### config.mk
export PLATFORM = sky130hd
export DESIGN_NAME = lector_serial_codigo
export DESIGN_NICKNAME = d
export VERILOG_FILES = /design/src/rtl/lector_serial_codigo_pkg.sv /design/src/rtl/contador_timeout.sv /design/src/rtl/lector_serial_codigo.sv
export SDC_FILE = /design/constraint.sdc
export NUM_CORES = 1
export LEC_CHECK = 0
export CORE_ASPECT_RATIO = 2
export CORE_MARGIN = 3
export CORE_UTILIZATION = 60
export DETAILED_ROUTE_END_ITERATION = 10
export PLACE_DENSITY = 0.82
export RECOVER_POWER = 25
export SLEW_MARGIN = 20
export SYNTH_ARGS = -nofsm -noshare
export SYNTH_HDL_FRONTEND = slang
export SYNTH_HIERARCHICAL = 1
export SYNTH_SLANG_ARGS = --single-unit
### constraint.sdc
create_clock -name CLK -period 4.9 [get_ports CLK]
set_clock_uncertainty 0.15 [all_clocks]
set_input_delay 0.98 -clock CLK [delete_from_list [all_inputs] [get_ports CLK]]
set_output_delay 0.98 -clock CLK [all_outputs]
set_load 0.005 [all_outputs]
### src/rtl/lector_serial_codigo_pkg.sv
// rtl/lector_serial_codigo_pkg.sv - shared encodings, field layout and range check for the barcode reader
package lector_serial_codigo_pkg;

  localparam int N_BITS    = 12;
  localparam int DAY_W     = 5;
  localparam int MONTH_W   = 4;
  localparam int PROD_W    = 3;
  localparam int DAY_LSB   = 0;
  localparam int MONTH_LSB = 5;
  localparam int PROD_LSB  = 9;

  localparam logic [1:0] IDLE   = 2'd0;
  localparam logic [1:0] DATA   = 2'd1;
  localparam logic [1:0] PARITY = 2'd2;
  localparam logic [1:0] STOP   = 2'd3;

  localparam logic [MONTH_W-1:0] MONTH_MIN = 4'd1;
  localparam logic [MONTH_W-1:0] MONTH_MAX = 4'd12;

  typedef enum logic [1:0] {
    ERR_NONE = 2'b00,
    ERR_PAR  = 2'b01,
    ERR_TO   = 2'b10,
    ERR_FRM  = 2'b11
  } err_code_t;

  // Framing/range rejection: bad stop bit, day zero or month outside 1..12
  function automatic logic frame_bad(input logic [N_BITS-1:0] w, input logic stop_bit);
    logic [DAY_W-1:0]   day;
    logic [MONTH_W-1:0] month;
    day   = w[DAY_LSB +: DAY_W];
    month = w[MONTH_LSB +: MONTH_W];
    return stop_bit || (day == '0) || (month < MONTH_MIN) || (month > MONTH_MAX);
  endfunction

endpackage

### src/rtl/contador_timeout.sv
// rtl/contador_timeout.sv - inter-strobe timeout counter with synchronous clear
module contador_timeout #(
  parameter int TIMEOUT = 255,
  parameter int TO_W    = 8
) (
  input  logic clk,
  input  logic clr_cnt,
  input  logic inc,
  output logic expired
);

  logic [TO_W-1:0] count;

  assign expired = (count == TO_W'(TIMEOUT));

  // Saturates at TIMEOUT so a missed clear can never wrap back to a quiet count
  always_ff @(posedge clk) begin
    if (clr_cnt) begin
      count <= '0;
    end else if (inc && !expired) begin
      count <= count + 1'b1;
    end
  end

endmodule

### src/rtl/lector_serial_codigo.sv
// rtl/lector_serial_codigo.sv - serial barcode frame deserializer with parity, range and timeout checks
module lector_serial_codigo
  import lector_serial_codigo_pkg::*;
#(
  parameter int N_BITS  = 12,
  parameter int TIMEOUT = 255,
  parameter int TO_W    = 8
) (
  input  logic              CLK,
  input  logic              CLR,
  input  logic              DIN,
  input  logic              DVALID,
  output logic [N_BITS-1:0] L,
  output logic              EN,
  output logic              ERR,
  output logic [1:0]        ERR_CODE,
  output logic              BUSY
);

  localparam logic [3:0] LAST_BIT = 4'(N_BITS - 1);

  logic [1:0]        state;
  logic [3:0]        bit_cnt;
  logic [N_BITS-1:0] shreg;
  logic              par_ok;
  logic              expired;
  logic              timed_out;
  logic              clr_cnt;
  logic              inc;

  assign BUSY      = (state != IDLE);
  // A strobe landing in the expiry cycle wins over the timeout
  assign timed_out = BUSY && !DVALID && expired;
  assign clr_cnt   = CLR || !BUSY || DVALID || timed_out;
  assign inc       = !DVALID;

  contador_timeout #(
    .TIMEOUT (TIMEOUT),
    .TO_W    (TO_W)
  ) u_contador_timeout (
    .clk     (CLK),
    .clr_cnt (clr_cnt),
    .inc     (inc),
    .expired (expired)
  );

  always_ff @(posedge CLK) begin
    if (CLR) begin
      state    <= IDLE;
      bit_cnt  <= '0;
      shreg    <= '0;
      par_ok   <= 1'b0;
      L        <= '0;
      EN       <= 1'b0;
      ERR      <= 1'b0;
      ERR_CODE <= ERR_NONE;
    end else begin
      EN       <= 1'b0;
      ERR      <= 1'b0;
      ERR_CODE <= ERR_NONE;
      if (timed_out) begin
        ERR      <= 1'b1;
        ERR_CODE <= ERR_TO;
        state    <= IDLE;
        bit_cnt  <= '0;
      end else if (DVALID) begin
        case (state)
          IDLE: begin
            if (DIN) begin
              state   <= DATA;
              bit_cnt <= '0;
            end
          end
          DATA: begin
            shreg[bit_cnt] <= DIN;
            bit_cnt        <= bit_cnt + 1'b1;
            if (bit_cnt == LAST_BIT) begin
              state <= PARITY;
            end
          end
          PARITY: begin
            par_ok <= ~((^shreg) ^ DIN);
            state  <= STOP;
          end
          STOP: begin
            state <= IDLE;
            if (!par_ok) begin
              ERR      <= 1'b1;
              ERR_CODE <= ERR_PAR;
            end else if (frame_bad(shreg, DIN)) begin
              ERR      <= 1'b1;
              ERR_CODE <= ERR_FRM;
            end else begin
              L  <= shreg;
              EN <= 1'b1;
            end
          end
          default: state <= IDLE;
        endcase
      end
    end
  end

endmodule

Word level (Yosys, flattened, before mapping)
Index checks and enable logic that the tools add are counted.
{"block": "word_totals", "register_bits": 43, "latchBits": 0, "mem_bits_rw": 0, "romBits": 0, "inputBits": 4, "wordCells": 75, "mem_count": 0}
{"block": "op_classes", "addsub": 2, "mul": 0, "div": 0, "order_cmp": 4, "n_eq_ne": 7, "shift": 0, "mux": 19, "bitwise_logic": 7, "reduce_logical": 26}
{"operator": "2-to-1 mux 2 bit", "count": 7}
{"operator": "bitwise mux 12 bit", "count": 1}
{"operator": "AND reduction 3 bit", "count": 4}
{"operator": "XOR reduction 12 bit", "count": 1}
{"operator": "adder 8 x 1 -> 8 bit (second input constant)", "count": 1}
{"operator": "== test 8 bit (second input constant)", "count": 1}
{"operator": "case mux 2 bit (4 select lines)", "count": 1}
{"operator": "case mux 4 bit (2 select lines)", "count": 1}
{"operator": "2-to-1 mux 1 bit", "count": 7}
{"operator": "logical OR 1 bit", "count": 6}
{"operator": "inverter 1 bit", "count": 6}
{"operator": "logical NOT 5 bit", "count": 1}
{"operator": "less-than comparator 4 x 5 -> 1 bit (second input constant)", "count": 1}
{"operator": "AND reduction 5 bit", "count": 1}
{"operator": "OR reduction 5 bit", "count": 1}
{"operator": "adder 4 x 1 -> 4 bit (second input constant)", "count": 1}
{"operator": "demux 1 bit (select 4 bit)", "count": 1}
{"operator": "== test 2 bit (second input constant)", "count": 2}
{"operator": "== test 4 bit (second input constant)", "count": 1}
{"operator": "greater-or-equal comparator 4 x 1 -> 1 bit (second input constant)", "count": 1}
{"operator": "> comparator 4 bit (second input constant)", "count": 1}
{"operator": "logical AND 1 bit", "count": 4}
{"operator": "less-than comparator 4 x 1 -> 1 bit (second input constant)", "count": 1}
{"operator": "2-to-1 mux 4 bit", "count": 1}
{"operator": "other kinds (8)", "count": 12}

Longest topological paths before layout
Gate-level depths: netlist of the first run.
{"block": "logic_depth", "ltp_word": 9, "mapped_depth": 9, "mapped_depth_nobuf": 7}

Hierarchy
Netlist of the first run, hierarchy kept.
{"mod": "lector_serial_codigo", "instances": 1, "cells_each": 202, "area_each_um2": 1739.2}
{"mod": "contador_timeout", "instances": 1, "cells_each": 51, "area_each_um2": 456.7}

Worst setup path before layout of the first run
Ideal clock, no wire load.
{"block": "synth_timing", "kind": "input to register", "startpoint": "input port DVALID", "endpoint": "register u_contador_timeout.count[0]", "setup_time_ns": 0.123, "arrival_ns": 2.166, "t_required_ns": 4.627, "setup_slack_ns": 2.461, "stages": 7, "cell_sequence": "buf_2 nor2_1 a21o_1 or3_1 clkbuf_1 nor2b_1 mux2_1"}
{"block": "synth_between", "elab_chain_cells": 4, "word_cells_on_any_way": 6, "cone_classes": "reduce/logical: 6"}
{"item": "start, declared", "line": "lector_serial_codigo.sv:12", "rtl": "input logic DVALID,"}
{"item": "logical NOT 1 bit", "line": "lector_serial_codigo.sv:33", "rtl": "assign timed_out = BUSY && !DVALID && expired;"}
{"item": "logical AND 1 bit (2 in series)", "line": "lector_serial_codigo.sv:33"}
{"item": "logical OR 1 bit *", "line": "lector_serial_codigo.sv:34", "rtl": "assign clr_cnt = CLR || !BUSY || DVALID || timed_out;"}
{"item": "via clr_cnt", "line": "lector_serial_codigo.sv:28", "rtl": "logic clr_cnt;"}
{"item": "end signal, assigned", "line": "contador_timeout.sv:21", "rtl": "count <= count + 1'b1;"}
{"item": "end, declared", "line": "contador_timeout.sv:12", "rtl": "logic [TO_W-1:0] count;"}
Mark *: on every way through the listed nets, which the timed path passes. The rest lies on a longest branch.
A chain may end at the register's enable or synchronous reset.

Final worst setup path of the first run
{"block": "layout_timing", "startpoint": "input port DVALID", "endpoint": "register u_contador_timeout.count[5]"}
Same word-level chain as after synthesis.

==> results.toml, run 1 <==
[critical_path]
cp_data_required_time_ps = 4990
cp-start-kind = "input port"
cp.arrival_ps = 3070
path_class = "input port to flop"
end_kind = "flop"
critPathMaxFanout = 17

[timing]
worstMarginPinSlew_ps = 556.1
hold_viol = 0
post-route-period-util = 0.6074
setup_tns_ps = 0
maxClockFrequency_ghz = 0.3360
layout_min_cycle_time_ps = 2976
fin_hold_ws_ps = 321.9
slew-limit-headroom = 0.6281
setup-violations-final = 0
maxSlewViolCount = 0
rsz0062_at_grt = "no"

[route]
vias = 1799
ant_nets = 0
routed_wl_um = 4520
drt_iter0_drc = 41
via_per_inst = 5.766
post-route-drc-count = 0
drt-wirelength-per-cell_um = 14.49
first_pass_iters = 4

[clock_tree]
clk_pin_slew_worst_paths_ps = 70
cts_tree = "yes"
cts-buffers-inserted = 5
cts_buffer_depth = 2
insertion_delay_ps = 300
cts_resized = 0
clock-sinks = 43
hold_buffers = 0
cts_root_buffer = "clkbuf_8"
cts_setup_buffers = 0
htree_levels = 2

[die]
core-area_um2 = 3453
die-area_um2 = 4466
rows = 30
start_util = 0.6359
die_w_um = 48.78
die_h_um = 91.56
io_pins = 21

[global_route]
antenna_found_initial = 0
grt_usage = 0.2161
met3_usage = 0.04926
grt_pass1_wl_um = 7493
grt_max_degree = 29
grt.met2_usage = 0.4273
grt-busiest-layer = "met2"
grt_pass1_vias = 1645
overflow = 0
grt.met1_usage = 0.1979

[synthesis]
ys_types = 45
ys_ff_latch = 43
synth_area_per_cell_um2 = 8.679
synthesis.nets = 268
yosysWarnings = 6
synthCells = 253
synth_edf_count = 0
ys.flop_type = "dfxtp_1"
syn_area_um2 = 2196
async_flop_share = 0
synth_seq_area_share = 0.3920

[cells_and_area]
fin_nets = 278
finish.instance_area_um2 = 2476
fin_util = 0.7170
antenna_cells = 0
mostFrequentLayoutCells = "43 x dfxtp_1, 27 x a21oi_1, 22 x nand3_1"
syn_to_final_growth_pct = 12.76
drive_gt1_frac = 0.07197
final_common_cell = "dfxtp_1"

[outcome]
status = "finished, final reports clean"

[placed_design]
gp_congestion = 0.8252
dp_hpwl_um = 3428
postPlaceCellArea_um2 = 2376
portBuffers = 20

[pwr]
p_leak_nw = 0.9230
finalPower_uw = 652.8
power_density_nw_per_um2 = 263.6
vdd_ir_drop_max_v = 0.0002673

[min_path]
hold_path_class = "flop to flop"

[flow_run]
drv_cap = 0
## logic make-up (layout without fill, tap and decap cells)
| logic type | count (synthesis) | count (layout) | share of synthesized area |
|---|---|---|---|
| AND/OR/NAND/NOR | 80 | 80 | 0.1989 |
| XOR/XNOR | 11 | 11 | 0.05356 |
| multiplexers | 9 | 9 | 0.04274 |
| AO/OA/AOI/OAI | 64 | 64 | 0.1812 |
| buffers and inverters | 35 | 46 | 0.06894 |
| adder cells (fa/ha/maj) | 11 | 11 | 0.06268 |
| flip-flops | 43 | 43 | 0.3920 |
## cell type report
class | instances | area [um2]
clock buffer | 8 | 100.1
fill | 301 | 977.2
inverter | 17 | 63.81
multi-input combinational | 175 | 1184
sequential | 43 | 860.8
tap | 48 | 60.06
timing repair buffer | 21 | 207.7
## critical path, cell delays in order
cell,delay (ps)
clkdlybuf4s50_1,820
nor2_1,130
a21o_1,290
or3_1,500
nor2_1,170
mux2_2,170
## routing by layer
layer	share of wire	wire length [um]	vias up
met3	0.031	141	10
met4	0.025	112	0
met5	0	0	-
li1	-	-	913
met1	0.35	1566	841
met2	0.60	2699	35
## report_power, final
group          switching (mW)  internal, mW  total (mW)
clock network           0.116         0.129       0.245
logic                  0.0319        0.0208      0.0527
registers             0.00342         0.352       0.356
total                   0.151         0.502       0.653
## final timing paths
kind | startpoint | to | slack, ps | cells past startpoint
worst min-delay path | L[10] | L[10] | 320 | 2
worst max register to register | u_contador_timeout/count[0] | u_contador_timeout/count[0] | 2520 | 6
worst min register to register | L[10] | L[10] | 320 | 2
worst max-delay path | DVALID | u_contador_timeout/count[5] | 1920 | 6
## synthesized netlist by cell type (all sizes together) (2+ instances only)
cell	n	share of area
xor2	3	0.012
nand3b	2	0.0068
nand2b	4	0.011
nor3	8	0.018
nand2	6	0.010
nand3	23	0.055
a21oi	27	0.062
a21o	2	0.0068
xnor2	7	0.031
nor2	14	0.024
inv	17	0.029
o21ai	20	0.046
buf	9	0.025
or3	9	0.026
nand4	3	0.011
mux2i	6	0.027
mux2	3	0.015
nor2b	2	0.0057
nor4	2	0.0057
a211oi	5	0.019
dfxtp	43	0.39
a311oi	2	0.0080
ha	11	0.063
and3	5	0.015
clkbuf	9	0.015
## stage by stage
step | setup WS, ps | cells
floorplan | 2461 | 253
global placement | 1734 | 304
detailed placement | 1662 | 304
CTS | 1924 | 312
global route | 1782 | 312
finish | 1924 | 312
## flip-flops by register name (all words and copies together) (netlist names), 2 cells and up
register	flops
L	12
state	2
u_contador_timeout/count	8
ERR_CODE	2
shreg	12
bit_cnt	4
No activity file was read; power rests on OpenSTA's default activity.
==> run 2: changes to the inputs <==
CORE_UTILIZATION = 51   (was 60)
PLACE_DENSITY = 0.74   (was 0.82)
clock period = 2.5 ns   (was 4.9 ns; I/O delays follow)
==> run 2 against run 1 <==
Final area is 4.1% higher; first-iteration DRC count is 20% higher; clock power grew to 2.6 times the previous value; sequential power is 96% higher; die area is 16% higher; via count is 2.4% higher; cell count is 3.5% higher; register-to-register slack worse by 2100 ps.
==> results.toml, run 2 (same netlist as run 1, synthesis figures left out) <==
[outcome]
status = "finished, final reports clean"

[cells_and_area]
mostFrequentLayoutCells = "43 x dfxtp_1, 27 x a21oi_1, 22 x nand3_1"
fin_util = 0.6245
multiInputGateArea_um2 = 1184
seq_area_um2 = 860.8
syn_to_final_growth_pct = 17.44
antenna_cells = 0
fillers = 372
final_common_cell = "dfxtp_1"
fin_nets = 285
top_regs = "L x12, shreg x12, u_contador_timeout/count x8"
drive_gt1_frac = 0.09225

[route]
drt_iter0_drc = 49
routed_wl_um = 4675
via_per_inst = 5.703
first_pass_iters = 4
ant_nets = 0
vias = 1842
drt-wirelength-per-cell_um = 14.47
post-route-drc-count = 0

[clock_tree]
cts-buffers-inserted = 5
cts_buffer_depth = 2
cts_resized = 0
clock-sinks = 43
cts_setup_buffers = 0
clk_pin_slew_worst_paths_ps = 80
hold_buffers = 0
cts_root_buffer = "clkbuf_8"
insertion_delay_ps = 290
cts_tree = "yes"
htree_levels = 2

[critical_path]
slowest_stage = "clkdlybuf4s50_1"
critPathMaxFanout = 8
cpLargestDelayFamily = "buffers and inverters"
end_kind = "output port"
r2r-end = "u_contador_timeout/count[0]"
cp.arrival_ps = 1700
path_cells = "inv_1 -> ha_1 -> inv_1 -> clkdlybuf4s50_1"
path_buf_inv = 3
cp.depth = 4
crit_end = "BUSY"
critPathMostFrequentCell = "inv_1"
cp-start-kind = "flop"
worstSetupStartpoint = "state[0]"
r2r_slack_ps = 430
path_class = "flop to output port"
cp_data_required_time_ps = 1850
r2r_start = "u_contador_timeout/count[5]"
slowest_delay_ps = 520
r2r_cells = 6

[timing]
setup-violations-final = 0
slew-limit-headroom = 0.6864
fin_hold_ws_ps = 325.8
rsz0062_at_grt = "no"
worstMarginPinSlew_ps = 470.4
hold_viol = 0
maxSlewViolCount = 0
setup_tns_ps = 0
maxClockFrequency_ghz = 0.4248
post-route-period-util = 0.9416
layout_min_cycle_time_ps = 2354

[global_route]
grt_max_degree = 28
grt_pass1_wl_um = 8183
grt_pass1_vias = 1867
grt_usage = 0.2068
antenna_found_initial = 0
overflow = 0

[placed_design]
portBuffers = 20
dp_hpwl_um = 3525
gp_congestion = 0.8740

[die]
start_util = 0.5318
die_h_um = 98.80
core-area_um2 = 4129
rows = 33
io_pins = 21
die-area_um2 = 5177
die_w_um = 52.40

[min_path]
worstHoldStart = "L[6]"
hold_path_class = "flop to flop"

[flow_run]
drv_cap = 0

[pwr]
power_density_nw_per_um2 = 556.9
vdd_ir_drop_max_v = 0.0006404
p_leak_nw = 0.9709
## run 2: changes by cell type in the layout (fill, tap and decap cells not counted), sizes merged
cell / change
clkbuf: -2
dlygate4sd3: -1
clkdlybuf4s50: +1
bufinv: +2
buf: +7
## run 2: how the worst min path moves through the flow
stage	endpoint	depth (start not counted)	slack, ps
after detailed placement	L[7]	2	320
final	L[6]	2	330
after global routing	L[7]	2	340
after floorplan	u_contador_timeout/count[7]	1	300
after CTS	L[7]	2	330
after global placement	L[4]	2	310
## run 2: stage by stage
stage | cells | setup WS [ps] | instance area [um2] | power, mW
finish | 323 | 146.0 | 2579 | 1.436
global route | 323 | 60.62 | 2579 | 1.491
CTS | 323 | 135.3 | 2579 | 1.449
detailed placement | 315 | 171.0 | 2446 | 0.8200
global placement | 315 | 202.9 | 2446 | 0.8187
floorplan | 253 | 383.3 | 2196 | 0.7871
## run 2: metal layers
layer | vias up | global-route usage | share of wire
met5 | - | 0 | 0
met4 | 0 | 0.08465 | 0.021
met3 | 7 | 0.03933 | 0.020
met2 | 21 | 0.4004 | 0.60
met1 | 888 | 0.1964 | 0.36
li1 | 926 | - | -
## run 2: worst register-to-register path, cell delays in order, from the launching register on
cell	delay, ps
dfxtp_1	400
and3_1	360
and3_1	240
a21o_1	130
or3_1	310
nor2_1	80
mux2_1	290
## run 2: layout make-up
type | count | share of cell area
flip-flops and latches | 43 | 0.3338
inverters | 17 | 0.02475
clock inverters | 2 | 0.02329
clock buffers | 6 | 0.02814
repair buffers | 28 | 0.1058
well taps | 52 | 0.02523
multi-input cells | 175 | 0.4590
## run 2: where the power goes
group	switching (mW)	leakage [nW]	internal [mW]
logic	0.0616	0.559	0.0456
clock network	0.233	0.0654	0.399
registers	0.00656	0.347	0.690
